**config.mk**
```make
export PLATFORM = sky130hd
export DESIGN_NAME = instr_encoder_flat
export DESIGN_NICKNAME = d
export VERILOG_FILES = /design/src/rtl/instr_encoder_if.sv /design/src/rtl/instr_encoder.sv /design/src/flat_wrapper.sv
export SDC_FILE = /design/constraint.sdc
export NUM_CORES = 1
export LEC_CHECK = 0
export CORE_MARGIN = 2
export CORE_UTILIZATION = 52
export DETAILED_ROUTE_END_ITERATION = 8
export GPL_ROUTABILITY_DRIVEN = 0
export PLACE_DENSITY = 0.8
export SYNTH_ARGS = -nofsm -noshare
export SYNTH_HDL_FRONTEND = slang
export SYNTH_SLANG_ARGS = --single-unit
```
**constraint.sdc**
```tcl
create_clock -name clk_i -period 2.5 [get_ports clk_i]
set_clock_uncertainty 0.05 [all_clocks]
set_input_delay 0.5 -clock clk_i [delete_from_list [all_inputs] [get_ports clk_i]]
set_output_delay 0.5 -clock clk_i [all_outputs]
set_load 0.02 [all_outputs]
```
**src/rtl/instr_encoder_if.sv**
```systemverilog
// Operation-request bus between a program loader and the instruction encoder.
// Valid/ready handshake carrying the symbolic op select and its operand fields.
interface instr_encoder_if;
  logic        op_valid;
  logic        op_ready;
  logic [3:0]  op_sel;
  logic [4:0]  rs;
  logic [4:0]  rt;
  logic [4:0]  rd;
  logic [15:0] imm;
  logic [25:0] target;

  modport master (
    output op_valid,
    output op_sel,
    output rs,
    output rt,
    output rd,
    output imm,
    output target,
    input  op_ready
  );

  modport slave (
    input  op_valid,
    input  op_sel,
    input  rs,
    input  rt,
    input  rd,
    input  imm,
    input  target,
    output op_ready
  );
endinterface

```
**src/rtl/instr_encoder.sv**
```systemverilog
// Encodes symbolic MIPS op requests into 32-bit words, buffers them in a small FIFO and
// streams them sequentially into instruction memory through its write port.
module instr_encoder #(
  parameter int unsigned Depth = 4,
  parameter int unsigned AddrW = 10
) (
  input  logic              clk_i,
  input  logic              rst_ni,
  instr_encoder_if.slave    op_if,
  input  logic              addr_load_i,
  input  logic [AddrW-1:0]  addr_in_i,
  input  logic              mem_ready_i,
  output logic              im_we_o,
  output logic [AddrW-1:0]  im_addr_o,
  output logic [31:0]       im_wdata_o,
  output logic              err_illegal_o,
  output logic [15:0]       words_written_o
);

  localparam int unsigned PtrW = (Depth > 1) ? $clog2(Depth) : 1;
  localparam int unsigned CntW = PtrW + 1;

  localparam logic [3:0] SelNop   = 4'd0;
  localparam logic [3:0] SelAddu  = 4'd1;
  localparam logic [3:0] SelSubu  = 4'd2;
  localparam logic [3:0] SelJr    = 4'd3;
  localparam logic [3:0] SelOri   = 4'd4;
  localparam logic [3:0] SelSw    = 4'd5;
  localparam logic [3:0] SelLw    = 4'd6;
  localparam logic [3:0] SelLui   = 4'd7;
  localparam logic [3:0] SelBeq   = 4'd8;
  localparam logic [3:0] SelJal   = 4'd9;
  localparam logic [3:0] SelAddiu = 4'd10;
  localparam logic [3:0] SelJ     = 4'd11;

  localparam logic [5:0] OpcSpecial = 6'b000000;
  localparam logic [5:0] OpcOri     = 6'b001101;
  localparam logic [5:0] OpcSw      = 6'b101011;
  localparam logic [5:0] OpcLw      = 6'b100011;
  localparam logic [5:0] OpcAddiu   = 6'b001001;
  localparam logic [5:0] OpcBeq     = 6'b000100;
  localparam logic [5:0] OpcLui     = 6'b001111;
  localparam logic [5:0] OpcJal     = 6'b000011;
  localparam logic [5:0] OpcJ       = 6'b000010;

  localparam logic [5:0] FnAddu = 6'b100001;
  localparam logic [5:0] FnSubu = 6'b100011;
  localparam logic [5:0] FnJr   = 6'b001000;

  // FIFO storage and pointers
  logic [31:0]      mem_q [Depth];
  logic [PtrW-1:0]  wr_ptr_q, wr_ptr_d;
  logic [PtrW-1:0]  rd_ptr_q, rd_ptr_d;
  logic [CntW-1:0]  count_q, count_d;

  // Write-port and status state
  logic [AddrW-1:0] addr_q, addr_d;
  logic             err_q, err_d;
  logic [15:0]      words_q, words_d;

  logic        full, empty;
  logic        accept, legal, push, pop;
  logic [31:0] enc_word;

  assign full  = (count_q == CntW'(Depth));
  assign empty = (count_q == '0);

  assign op_if.op_ready = ~full;

  assign legal  = (op_if.op_sel <= SelJ);
  assign accept = op_if.op_valid & ~full;
  assign push   = accept & legal;
  assign pop    = ~empty & mem_ready_i;

  // Unused fields of each format are forced to zero, whatever the inputs carry.
  always_comb begin
    enc_word = 32'h0000_0000;
    case (op_if.op_sel)
      SelNop:   enc_word = 32'h0000_0000;
      SelAddu:  enc_word = {OpcSpecial, op_if.rs, op_if.rt, op_if.rd, 5'd0, FnAddu};
      SelSubu:  enc_word = {OpcSpecial, op_if.rs, op_if.rt, op_if.rd, 5'd0, FnSubu};
      SelJr:    enc_word = {OpcSpecial, op_if.rs, 5'd0, 5'd0, 5'd0, FnJr};
      SelOri:   enc_word = {OpcOri, op_if.rs, op_if.rt, op_if.imm};
      SelSw:    enc_word = {OpcSw, op_if.rs, op_if.rt, op_if.imm};
      SelLw:    enc_word = {OpcLw, op_if.rs, op_if.rt, op_if.imm};
      SelLui:   enc_word = {OpcLui, 5'd0, op_if.rt, op_if.imm};
      SelBeq:   enc_word = {OpcBeq, op_if.rs, op_if.rt, op_if.imm};
      SelJal:   enc_word = {OpcJal, op_if.target};
      SelAddiu: enc_word = {OpcAddiu, op_if.rs, op_if.rt, op_if.imm};
      SelJ:     enc_word = {OpcJ, op_if.target};
      default:  enc_word = 32'h0000_0000;
    endcase
  end

  always_comb begin
    wr_ptr_d = wr_ptr_q;
    rd_ptr_d = rd_ptr_q;
    count_d  = count_q;
    addr_d   = addr_q;
    err_d    = err_q;
    words_d  = words_q;

    if (push) begin
      wr_ptr_d = wr_ptr_q + 1'b1;
    end
    if (pop) begin
      rd_ptr_d = rd_ptr_q + 1'b1;
    end
    case ({push, pop})
      2'b10:   count_d = count_q + 1'b1;
      2'b01:   count_d = count_q - 1'b1;
      default: count_d = count_q;
    endcase

    // A load overrides the post-write increment; the write itself used the old address.
    if (addr_load_i) begin
      addr_d = addr_in_i;
    end else if (pop) begin
      addr_d = addr_q + 1'b1;
    end

    if (pop && (words_q != 16'hFFFF)) begin
      words_d = words_q + 16'd1;
    end

    if (accept && !legal) begin
      err_d = 1'b1;
    end
  end

  always_ff @(posedge clk_i or negedge rst_ni) begin
    if (!rst_ni) begin
      wr_ptr_q <= '0;
      rd_ptr_q <= '0;
      count_q  <= '0;
      addr_q   <= '0;
      err_q    <= 1'b0;
      words_q  <= 16'd0;
    end else begin
      wr_ptr_q <= wr_ptr_d;
      rd_ptr_q <= rd_ptr_d;
      count_q  <= count_d;
      addr_q   <= addr_d;
      err_q    <= err_d;
      words_q  <= words_d;
    end
  end

  // Storage needs no reset: an empty FIFO masks the head to zero.
  always_ff @(posedge clk_i) begin
    if (push) begin
      mem_q[wr_ptr_q] <= enc_word;
    end
  end

  assign im_we_o         = pop;
  assign im_addr_o       = addr_q;
  assign im_wdata_o      = empty ? 32'h0000_0000 : mem_q[rd_ptr_q];
  assign err_illegal_o   = err_q;
  assign words_written_o = words_q;

endmodule

```
**src/flat_wrapper.sv**
```systemverilog
// flat-port wrapper written by rule: the top's interface ports become plain ports
module instr_encoder_flat 
#(
  parameter int unsigned Depth = 4,
  parameter int unsigned AddrW = 10
)
  (clk_i, rst_ni, addr_load_i, addr_in_i, mem_ready_i, im_we_o, im_addr_o, im_wdata_o, err_illegal_o, words_written_o, op_if_op_valid, op_if_op_sel, op_if_rs, op_if_rt, op_if_rd, op_if_imm, op_if_target, op_if_op_ready);
  instr_encoder_if op_if_i ();
  input  logic clk_i;
  input  logic rst_ni;
  input  logic addr_load_i;
  input  logic [AddrW-1:0] addr_in_i;
  input  logic mem_ready_i;
  output logic im_we_o;
  output logic [AddrW-1:0] im_addr_o;
  output logic [31:0] im_wdata_o;
  output logic err_illegal_o;
  output logic [15:0] words_written_o;
  input wire logic [$bits(op_if_i.op_valid)-1:0] op_if_op_valid;
  input wire logic [$bits(op_if_i.op_sel)-1:0] op_if_op_sel;
  input wire logic [$bits(op_if_i.rs)-1:0] op_if_rs;
  input wire logic [$bits(op_if_i.rt)-1:0] op_if_rt;
  input wire logic [$bits(op_if_i.rd)-1:0] op_if_rd;
  input wire logic [$bits(op_if_i.imm)-1:0] op_if_imm;
  input wire logic [$bits(op_if_i.target)-1:0] op_if_target;
  output wire logic [$bits(op_if_i.op_ready)-1:0] op_if_op_ready;
  assign op_if_i.op_valid = op_if_op_valid;
  assign op_if_i.op_sel = op_if_op_sel;
  assign op_if_i.rs = op_if_rs;
  assign op_if_i.rt = op_if_rt;
  assign op_if_i.rd = op_if_rd;
  assign op_if_i.imm = op_if_imm;
  assign op_if_i.target = op_if_target;
  assign op_if_op_ready = op_if_i.op_ready;
  instr_encoder #(.Depth(Depth), .AddrW(AddrW)) u_core (.clk_i(clk_i), .rst_ni(rst_ni), .op_if(op_if_i), .addr_load_i(addr_load_i), .addr_in_i(addr_in_i), .mem_ready_i(mem_ready_i), .im_we_o(im_we_o), .im_addr_o(im_addr_o), .im_wdata_o(im_wdata_o), .err_illegal_o(err_illegal_o), .words_written_o(words_written_o));
endmodule
```
==> impl_metrics.json <==
{
  "place_ws_ns": -0.07845,
  "p_leak_uw": 0.003633,
  "yosysUniqueCellTypes": 54,
  "syn_to_final_growth_pct": 33.58,
  "grt.total_usage_pct": 22.86,
  "synth_edf_count": 124,
  "ys_ff_latch": 158,
  "layout_min_cycle_time_ns": 2.482,
  "h-tree-depth": 4,
  "tritoncts": "built",
  "arrival_ns": 1.93,
  "worst_ep_required_time_ns": 1.95,
  "dp.cells": 803,
  "drive_above_1_share_pct": 24.36,
  "worstSkewPairLatency_ns": 0.42,
  "clk_pin_slew_ns": 0.06,
  "async_flop_share_pct": 21.52,
  "drtPass1Iterations": 5,
  "final_common_cell": "edfxtp_1",
  "post_synth.cell_area_avg_um2": 14.87,
  "rsz0062_at_grt": "true",
  "synth_cells": 482,
  "nets": 740,
  "clk_path_buf_depth": 2,
  "status": "completed",
  "setup_tns_ns": 0,
  "antennaDiodeCount": 0,
  "drtIter0Drc": 436,
  "finalSetupViolCount": 0,
  "rows": 42,
  "vdd_drop_max_mv": 0.6644,
  "reg2regPathDepth": 10,
  "syn_nets": 570,
  "synthesis.area_um2": 7168,
  "ys_warn_count": 0,
  "grt_overflow": 0,
  "cts_buffers": 17,
  "clockRootBuffer": "clkbuf_16",
  "clock-sinks": 158,
  "grt_max_degree": 32,
  "fp.dieW_um": 121.4,
  "vias_per_cell": 5.762,
  "drv_cap": 0,
  "post-route-period-util_pct": 99.29,
  "hp-class": "in -> async",
  "ioPinCount": 137,
  "fin_cells": 841,
  "vias": 4846,
  "die-area_um2": 14740,
  "final_cell_mix": "124 x edfxtp_1, 103 x clkdlybuf4s50_1, 33 x nor2b_1, 33 x dfrtp_1, 31 x mux4_2",
  "core_um2": 13350,
  "cp_max_fo": 5,
  "chipHeight_um": 121.4,
  "synth_top_flop_cell": "edfxtp_1",
  "ant_nets": 0,
  "yosysSeqAreaShare_pct": 63.82,
  "max_stage_delay_ns": 0.47,
  "io_buffers": 135,
  "tightest_slew_ns": 0.5471,
  "hold_viol": 0,
  "cts_hold_buffers": 0,
  "clock.fmax_ghz": 0.4029,
  "antenna_found_initial": 0,
  "grt_pass1_wl_mm": 25.22,
  "drt_wl_total_mm": 16.38,
  "crit_slowest_cell": "mux4_2",
  "cp_cell_sequence": "buf_4 -> clkbuf_16 -> mux4_2 -> nor2b_1 -> buf_2",
  "slew_headroom_pct": 63.25,
  "grt_pass1_vias": 4951,
  "initial_core_util_pct": 53.70,
  "pwr_density_cell_nw_per_um2": 1030,
  "drc": 0,
  "slew_violations": 0,
  "wl_per_cell_um": 19.47,
  "crit_type": "reg -> out",
  "worst_slack_ns": 0.01777,
  "hpwl_mm": 10.92,
  "cp-start-kind": "register",
  "cp-end-kind": "primary output",
  "fin_util_pct": 71.74
}
[metrics by stage]
stage | hold slack (ns) | area (um^2) | total power [uW]
5_1_grt | 0.3559 | 9575 | 10290
3_3_place_gp | 0.4055 | 9032 | 7513
6_report | 0.3354 | 9575 | 9862
4_1_cts | 0.3333 | 9554 | 9888
2_1_floorplan | 0.1544 | 7168 | 5840
3_5_place_dp | 0.4311 | 9032 | 7611
[area by class of cell]
| type | count | area, um^2 |
|---|---|---|
| fill | 841 | 3772 |
| timing repair buffer | 178 | 1712 |
| clock buffer | 22 | 516.7 |
| inverter | 13 | 48.80 |
| tap | 176 | 220.2 |
| clock inverter | 10 | 68.82 |
| multi-input combinational | 284 | 2434 |
| sequential | 158 | 4576 |
[cells by family (layout without fill, tap and decap cells)]
logic type	Yosys count	after routing	share of synthesized area, %
and+or+nand+nor	138	138	10.91
muxes	41	41	11.29
buffers and inverters	40	223	2.356
other	1	1	0.05231
xor gates and xnor gates	26	26	3.177
DFF	158	158	63.82
AOI/OAI and AO/OA	66	66	6.197
adders and majority gates	12	12	2.199
[path summary, 6_finish.rpt]
path	start	endpoint	slack, ns
worst max-delay path	u_core.rd_ptr_q[0]	im_wdata_o[20]	0.02
worst min-delay path	rst_ni	u_core.rd_ptr_q[1]	0.34
worst max register to register	u_core.count_q[2]	u_core.count_q[2]	0.19
worst min register to register	u_core.err_illegal_o	u_core.err_illegal_o	0.44
max in group asynchronous	rst_ni	u_core.words_written_o[15]	1.37
min in group clk_i	u_core.err_illegal_o	u_core.err_illegal_o	0.44
[worst max-delay path, delay by kind of cell, from the launching register on]
family,cells,cell delay (ns)
buffers and inverters,3,0.49
multiplexers,1,0.47
flip-flops,1,0.39
AND/OR/NAND/NOR,1,0.16
[synth_stat cells (2+ instances only)]
cell type | number | share of area [%]
a31oi_1 | 2 | 0.17
a22oi_1 | 7 | 0.73
o21ai_0 | 14 | 0.98
nand3_1 | 9 | 0.63
xnor2_1 | 12 | 1.5
inv_1 | 12 | 0.63
mux2i_1 | 4 | 0.56
clkbuf_1 | 14 | 0.73
ha_1 | 11 | 1.9
a222oi_1 | 5 | 0.70
buf_4 | 2 | 0.21
mux2_2 | 5 | 0.79
a21oi_1 | 21 | 1.5
buf_2 | 9 | 0.63
and3_2 | 2 | 0.21
nand4_1 | 7 | 0.61
nand2_1 | 30 | 1.6
nor2_1 | 29 | 1.5
dfrtp_1 | 34 | 12
buf_1 | 2 | 0.10
o211ai_1 | 5 | 0.52
xor2_1 | 14 | 1.7
a221oi_1 | 2 | 0.24
nor3_1 | 6 | 0.42
a211oi_1 | 2 | 0.21
mux4_2 | 31 | 9.7
nor4_4 | 3 | 0.89
nor2b_1 | 33 | 2.9
and3_1 | 2 | 0.17
edfxtp_1 | 124 | 52
and2_1 | 6 | 0.52
[repair_timing]
item | 4_1_cts | 5_1_grt
cloned | 1 | 1
setup buffers | 2 | 2
endpoints found under the setup margin | 32 | 27
endpoints found under the hold margin | 0 | 0
resized for setup | 112 | 6
[power breakdown]
part	switching, uW	internal (uW)	total, uW
Sequential	284	3340	3620
Combinational	1950	1800	3760
Clock	1010	1470	2480
[routing by layer]
layer,routed length [um],track usage (%),vias to the layer above,part of all wire [%]
met5,0,0,-,0
met4,442,9.842,0,2.7
met3,1012,4.558,35,6.2
met2,8595,40.24,192,52
met1,6325,27.36,2449,39
li1,-,-,2170,-
[flip-flops by register name, summed over array words and instances (netlist names)]
signal                  flops
u_core.im_addr_o           10
u_core.err_illegal_o        1
u_core.words_written_o     16
u_core.mem_q              124
u_core.rd_ptr_q             2
u_core.wr_ptr_q             2
u_core.count_q              3
Note: power is estimated with default switching activity, not from simulation.
